File: config.mk
export PLATFORM = sky130hd
export DESIGN_NAME = mainmem_backdoor_port
export DESIGN_NICKNAME = d
export VERILOG_FILES = /design/src/rtl/mainmem_backdoor_port.sv
export SDC_FILE = /design/constraint.sdc
export NUM_CORES = 1
export LEC_CHECK = 0
export ABC_AREA = 1
export BUFFER_PORTS_ARGS = -buffer_cell sky130_fd_sc_hd__buf_4
export CORE_MARGIN = 2
export CORE_UTILIZATION = 55
export CTS_CLUSTER_SIZE = 25
export DETAILED_ROUTE_END_ITERATION = 16
export PLACE_DENSITY_LB_ADDON = 0.12
export REMOVE_ABC_BUFFERS = 1
export SLEW_MARGIN = 20
export SYNTH_ARGS = -nofsm -noshare
export SYNTH_HDL_FRONTEND = slang
export SYNTH_SLANG_ARGS = --single-unit
File: constraint.sdc
create_clock -name clk -period 7.24 [get_ports clk]
set_clock_uncertainty 0.15 [all_clocks]
set_input_delay 1.448 -clock clk [delete_from_list [all_inputs] [get_ports clk]]
set_output_delay 1.448 -clock clk [all_outputs]
set_load 0.005 [all_outputs]
File: src/rtl/mainmem_backdoor_port.sv
`default_nettype none
// +--------------------------------------------------------------------------+
// | mainmem_backdoor_port : FIFO-buffered 64-bit backdoor into a scratchpad    |
// | Optional window check: MAINMEM_BACKDOOR_WINDOW_CHECK_EN    Rev 1.0         |
// +--------------------------------------------------------------------------+
module mainmem_backdoor_port #(
  parameter int unsigned FIFO_DEPTH = 4,
  parameter logic [31:0] WIN_BASE   = 32'h0000_0000,
  parameter logic [31:0] WIN_SIZE   = 32'h0001_0000
) (
  input  logic        clk,
  input  logic        rst,
  input  logic        req_valid,
  output logic        req_ready,
  input  logic        req_write,
  input  logic [31:0] req_addr,
  input  logic [63:0] req_wdata,
  output logic        rsp_valid,
  input  logic        rsp_ready,
  output logic [63:0] rsp_rdata,
  output logic        rsp_write,
  output logic        rsp_err,
  input  logic        mem_rst,
  output logic        mem_write_o,
  output logic [7:0]  mem_mask_o,
  output logic [31:0] mem_addr_o,
  output logic [63:0] mem_wdata_o,
  input  logic [63:0] mem_rdata_i,
  output logic        busy
);

  localparam int unsigned   c_aw    = (FIFO_DEPTH > 1) ? $clog2(FIFO_DEPTH) : 1;
  localparam int unsigned   c_cw    = c_aw + 1;
  localparam logic [c_cw-1:0] c_depth = c_cw'(FIFO_DEPTH);

  localparam logic [1:0] c_s_idle   = 2'd0;
  localparam logic [1:0] c_s_issue  = 2'd1;
  localparam logic [1:0] c_s_rdwait = 2'd2;
  localparam logic [1:0] c_s_resp   = 2'd3;

  logic [28:0]     r_fifo_addr  [FIFO_DEPTH];
  logic [63:0]     r_fifo_wdata [FIFO_DEPTH];
  logic            r_fifo_write [FIFO_DEPTH];
  logic [c_aw-1:0] r_wr_ptr;
  logic [c_aw-1:0] r_rd_ptr;
  logic [c_cw-1:0] r_count;
  logic [1:0]      r_state;
  logic [63:0]     r_rsp_rdata;
  logic            r_rsp_write;
  logic            r_rsp_err;

  logic [1:0]  w_state_nxt;
  logic        w_push;
  logic        w_pop;
  logic        w_empty;
  logic        w_full;
  logic [28:0] w_head_addr;
  logic [63:0] w_head_wdata;
  logic        w_head_write;
  logic        w_head_in_win;
  logic        w_in_access;
  logic        w_mem_wr;
  logic        w_unused_lsb;

  assign w_empty      = (r_count == '0);
  assign w_full       = (r_count == c_depth);
  assign req_ready    = !rst && !w_full;
  assign w_push       = req_valid && req_ready;
  assign w_head_addr  = r_fifo_addr[r_rd_ptr];
  assign w_head_wdata = r_fifo_wdata[r_rd_ptr];
  assign w_head_write = r_fifo_write[r_rd_ptr];
  assign w_unused_lsb = ^req_addr[2:0];

`ifdef MAINMEM_BACKDOOR_WINDOW_CHECK_EN
  logic [32:0] w_head_byte;
  // 33-bit compare so a window ending at 4 GiB does not wrap
  assign w_head_byte   = {1'b0, w_head_addr, 3'b000};
  assign w_head_in_win = (w_head_byte >= {1'b0, WIN_BASE}) &&
                         (w_head_byte < ({1'b0, WIN_BASE} + {1'b0, WIN_SIZE}));
`else
  logic w_unused_win;
  assign w_unused_win  = ^{WIN_BASE, WIN_SIZE};
  assign w_head_in_win = 1'b1;
`endif

  // Head entry stays in the FIFO until the response is formed, so an access
  // abandoned by mem_rst can simply be re-issued from IDLE.
  always_comb begin
    w_state_nxt = r_state;
    w_pop       = 1'b0;
    case (r_state)
      c_s_idle: begin
        if (!w_empty && !mem_rst) begin
          if (w_head_in_win) begin
            w_state_nxt = c_s_issue;
          end else begin
            w_state_nxt = c_s_resp;
            w_pop       = 1'b1;
          end
        end
      end
      c_s_issue: begin
        if (mem_rst) begin
          w_state_nxt = c_s_idle;
        end else if (w_head_write) begin
          w_state_nxt = c_s_resp;
          w_pop       = 1'b1;
        end else begin
          w_state_nxt = c_s_rdwait;
        end
      end
      c_s_rdwait: begin
        if (mem_rst) begin
          w_state_nxt = c_s_idle;
        end else begin
          w_state_nxt = c_s_resp;
          w_pop       = 1'b1;
        end
      end
      c_s_resp: begin
        if (rsp_ready) begin
          w_state_nxt = c_s_idle;
        end
      end
      default: w_state_nxt = c_s_idle;
    endcase
  end

  always_ff @(posedge clk) begin
    if (w_push) begin
      r_fifo_addr[r_wr_ptr]  <= req_addr[31:3];
      r_fifo_wdata[r_wr_ptr] <= req_wdata;
      r_fifo_write[r_wr_ptr] <= req_write;
    end
  end

  always_ff @(posedge clk or posedge rst) begin
    if (rst) begin
      r_state     <= c_s_idle;
      r_wr_ptr    <= '0;
      r_rd_ptr    <= '0;
      r_count     <= '0;
      r_rsp_rdata <= '0;
      r_rsp_write <= 1'b0;
      r_rsp_err   <= 1'b0;
    end else begin
      r_state <= w_state_nxt;
      if (w_push) begin
        r_wr_ptr <= r_wr_ptr + 1'b1;
      end
      if (w_pop) begin
        r_rd_ptr <= r_rd_ptr + 1'b1;
      end
      if (w_push && !w_pop) begin
        r_count <= r_count + 1'b1;
      end else if (!w_push && w_pop) begin
        r_count <= r_count - 1'b1;
      end
      if (w_pop) begin
        r_rsp_write <= w_head_write;
        r_rsp_err   <= !w_head_in_win;
        r_rsp_rdata <= (r_state == c_s_rdwait) ? mem_rdata_i : 64'd0;
      end
    end
  end

  assign w_in_access = (r_state == c_s_issue) || (r_state == c_s_rdwait);
  assign w_mem_wr    = (r_state == c_s_issue) && w_head_write;

  assign mem_write_o = w_mem_wr;
  assign mem_mask_o  = {8{w_mem_wr}};
  assign mem_addr_o  = w_in_access ? {w_head_addr, 3'b000} : 32'd0;
  assign mem_wdata_o = w_mem_wr ? w_head_wdata : 64'd0;

  assign rsp_valid = (r_state == c_s_resp);
  assign rsp_rdata = r_rsp_rdata;
  assign rsp_write = r_rsp_write;
  assign rsp_err   = r_rsp_err;
  assign busy      = !w_empty || (r_state != c_s_idle);

endmodule
`default_nettype wire
==> impl_metrics.toml <==
[run_status]
status = "finished, final reports clean"

[finish]
mostFrequentLayoutCell = "sky130_fd_sc_hd__edfxtp_1"
final_core_utilization_pct = 69.3
post-route-cell-area_um2 = 22000
area.sequential_um2 = 13200
mostFrequentLayoutCells = "sky130_fd_sc_hd__edfxtp_1 (376), sky130_fd_sc_hd__nor2_1 (375), sky130_fd_sc_hd__buf_4 (350)"
syn_to_final_growth_pct = 23.3
multiInputGateArea_um2 = 4120
nNetsFinal = 1955
final_layout_size_suffix_gt1_share_pct = 23.8
nFillCells = 2294

[floorplan]
die_height_um = 184
ioPinCount = 340
effective_utilization_at_floorplan_pct = 56.2
fp-row-count = 65
floorplan.die.width_um = 184
fp.dieArea_um2 = 33900
core_ar_um2 = 31700

[sta]
setup_viol = 0
timing.final.max_slew_violations = 0
setup_tns_ns = 0
final_critical_path_setup_slack_ns = 1.76
final_min_period_over_clock_period_pct = 75.7
final_hold_viol_count = 0
rsz_0062_raised_after_global_routing = "false"
fmaxAchievable_mhz = 182
tightestPinTransition_ns = 0.994
slew-limit-headroom_pct = 33.6
layout_min_cycle_time_ns = 5.48

[placement]
post_dp_cell_area_um2 = 20500
placement.io_buffers = 332
place_hpwl_mm = 23.8
gp_routability_congestion = 0.747
dp_slack_ns = 2.28

[critical_path]
cp_data_arrival_time_ns = 3.89
data_required_time_of_the_critical_path_ns = 5.64
critical_path.cell_chain = "buf_4, nand2_1, nand3_1, nand2_1, inv_1, nand2_2, buf_4, inv_1, buf_4"
cpMaxStageDelayCell = "sky130_fd_sc_hd__dfrtp_4"
cpPeakStageDelay_ns = 0.81
critPathCaptureType = "output pin"
startpoint_type = "flip-flop"
crit_family = "buffers and inverters"
timing.critical_path.buf_inv = 5
critical_path.most_common_cell = "sky130_fd_sc_hd__buf_4"
crit_type = "flip-flop to output pin"
cp_max_fo = 76

[drt]
drtAntennaViolNets = 0
vias_per_cell = 5.38
drt-total-wl_mm = 41.5
routed-via-count = 11900
detail_route.drc_violations = 0
dr.first_iter.drc_count = 884
routed_wire_length_per_instance_um = 18.7
dr_pass1_iterations = 4

[pwr]
p_seq_share_pct = 39.3
share_clk_of_total_power_pct = 25.5
power_frac_comb_pct = 35.1
power.leakage_nw = 8.75
power.switching_mw = 3.02
fraction_of_power_spent_switching_nets_pct = 34.6
internal-power_mw = 5.70
pd_cells_nw_per_um2 = 397
vdd.ir_drop.worst_uv = 304
design_power_total_mw = 8.71

[clocking]
cts_hold_buffers = 0
post_cts.repair.setup_buffers = 0
cts_buffers = 46
clk_pin_slew_ns = 0.06
clock_tree.root_cell = "sky130_fd_sc_hd__clkbuf_16"
tritoncts_clock_tree = "yes"
clkLatencyLatePin_ns = 0.54
numClockSinks = 450
htreeDepth = 2
cts_resized = 0
cts.path.max_buffers = 3

[grt]
global_route.usage.total_pct = 24.0
via_count_of_the_first_global_routing_pass = 11700
globalRouteOverflowTotal = 0
antenna_found_initial = 2
grt_max_degree = 121
wire_length_of_the_first_global_routing_pass_mm = 62.4

[yosys]
synthesis_warnings = 0
mappedNetlistArea_um2 = 17800
seq_area_frac_synth_pct = 73.7
netlist_instances = 1487
ys_seq_elements = 450
syn-mean-instance-area_um2 = 12.0
post_synth_num_cell_types = 26

[job]
drv.max_cap_violation_count = 0

[min_path]
timing.hold.worst.class = "flip-flop to flip-flop"
[per-layer routing]
metal  wire length (um)  up-vias  GRT usage (%)  share of wire [%]
li1                   -     5780              -                  -
met5                  0        -              0                  0
met1              16600     5710           29.8                 40
met4                896        0           7.01                2.2
met3               3490       65           6.66                8.4
met2              20500      364           41.2                 49
[cells in the mapped netlist]
cell / count / area [um2]
sky130_fd_sc_hd__ha_1: 10 / 125
sky130_fd_sc_hd__inv_2: 2 / 7.51
sky130_fd_sc_hd__buf_6: 4 / 45.0
sky130_fd_sc_hd__xor2_1: 2 / 17.5
sky130_fd_sc_hd__clkbuf_1: 55 / 206
sky130_fd_sc_hd__o21ai_1: 3 / 15.0
sky130_fd_sc_hd__fa_1: 1 / 20.0
sky130_fd_sc_hd__edfxtp_1: 376 / 11300
sky130_fd_sc_hd__o21a_1: 1 / 7.51
sky130_fd_sc_hd__nand3_1: 4 / 20.0
sky130_fd_sc_hd__nand2_1: 147 / 552
sky130_fd_sc_hd__a21oi_2: 1 / 8.76
sky130_fd_sc_hd__dfrtp_1: 74 / 1850
sky130_fd_sc_hd__o21ai_0: 186 / 931
sky130_fd_sc_hd__conb_1: 1 / 3.75
sky130_fd_sc_hd__nor2_1: 379 / 1420
sky130_fd_sc_hd__nand3_2: 1 / 10.0
sky130_fd_sc_hd__a21oi_1: 96 / 480
sky130_fd_sc_hd__buf_1: 8 / 30.0
sky130_fd_sc_hd__nand2_2: 1 / 6.26
sky130_fd_sc_hd__inv_1: 20 / 75.1
sky130_fd_sc_hd__mux2_2: 1 / 11.3
sky130_fd_sc_hd__nand4_1: 67 / 419
sky130_fd_sc_hd__buf_2: 33 / 165
sky130_fd_sc_hd__buf_4: 13 / 97.6
sky130_fd_sc_hd__xnor2_1: 1 / 8.76
[cell type report]
| type | instances | share of cell area (%) |
|---|---|---|
| multi-input cells | 905 | 18.7 |
| clock inverters | 23 | 0.791 |
| inverters | 22 | 0.393 |
| diodes | 2 | 0.0228 |
| well taps | 402 | 2.29 |
| repair buffers | 353 | 12.2 |
| flip-flops and latches | 450 | 59.8 |
| clock buffers | 60 | 5.71 |
[flip-flops by register name (all words and copies together), names as in the netlist, 2 cells and up]
name,count
r_count,3
r_fifo_addr,116
r_fifo_wdata,256
r_fifo_write,4
r_rd_ptr,2
r_state,2
r_wr_ptr,2
rsp_rdata,64
[logic make-up (layout without fill, tap and decap cells)]
logic type                 Yosys count  count (layout)  share of synthesized area, %
AOI/OAI and AO/OA                  287             287                          8.09
DFF                                450             450                          73.7
xor gates and xnor gates             3               3                         0.147
buffers and inverters              135             458                          3.52
adders and majority gates           11              11                         0.814
other                                1               6                        0.0210
muxes                                1               1                        0.0632
and+or+nand+nor                    599             599                          13.6
[path summary, 6_finish.rpt]
check | start | end | slack [ns] | cells after the start
setup reg to reg | r_rd_ptr[0] | r_count[1] | 3.84 | 10
hold reg to reg | rsp_rdata[28] | rsp_rdata[28] | 0.32 | 2
hold / removal | rsp_rdata[28] | rsp_rdata[28] | 0.32 | 2
max in group asynchronous | rst | r_rd_ptr[0] | 5.21 | 3
min in group asynchronous | rst | r_rd_ptr[1] | 1.06 | 3
setup / recovery | r_rd_ptr[0] | mem_mask_o[6] | 1.76 | 9
[power by group through the flow]
stage	registers (mW)	logic, mW	clock network, mW
final	3.43	3.06	2.22
after CTS	3.43	3.10	2.27
after detailed placement	3.48	3.09	0
after global routing	3.47	3.40	2.38
after floorplan	3.57	1.47	0
after global placement	3.47	3.03	0
[tightest hold or removal path: stages, from the launching register on]
cell	delay, ns
sky130_fd_sc_hd__dfrtp_1	0.34
sky130_fd_sc_hd__nand2_1	0.05
sky130_fd_sc_hd__nand2_1	0.05
[stage by stage]
step                cells  hold WS [ns]
floorplan            1377         0.315
global placement     2131         0.305
detailed placement   2131         0.309
CTS                  2214         0.324
global route         2216         0.338
finish               2217         0.320
Note: power is estimated with default switching activity, not from simulation.
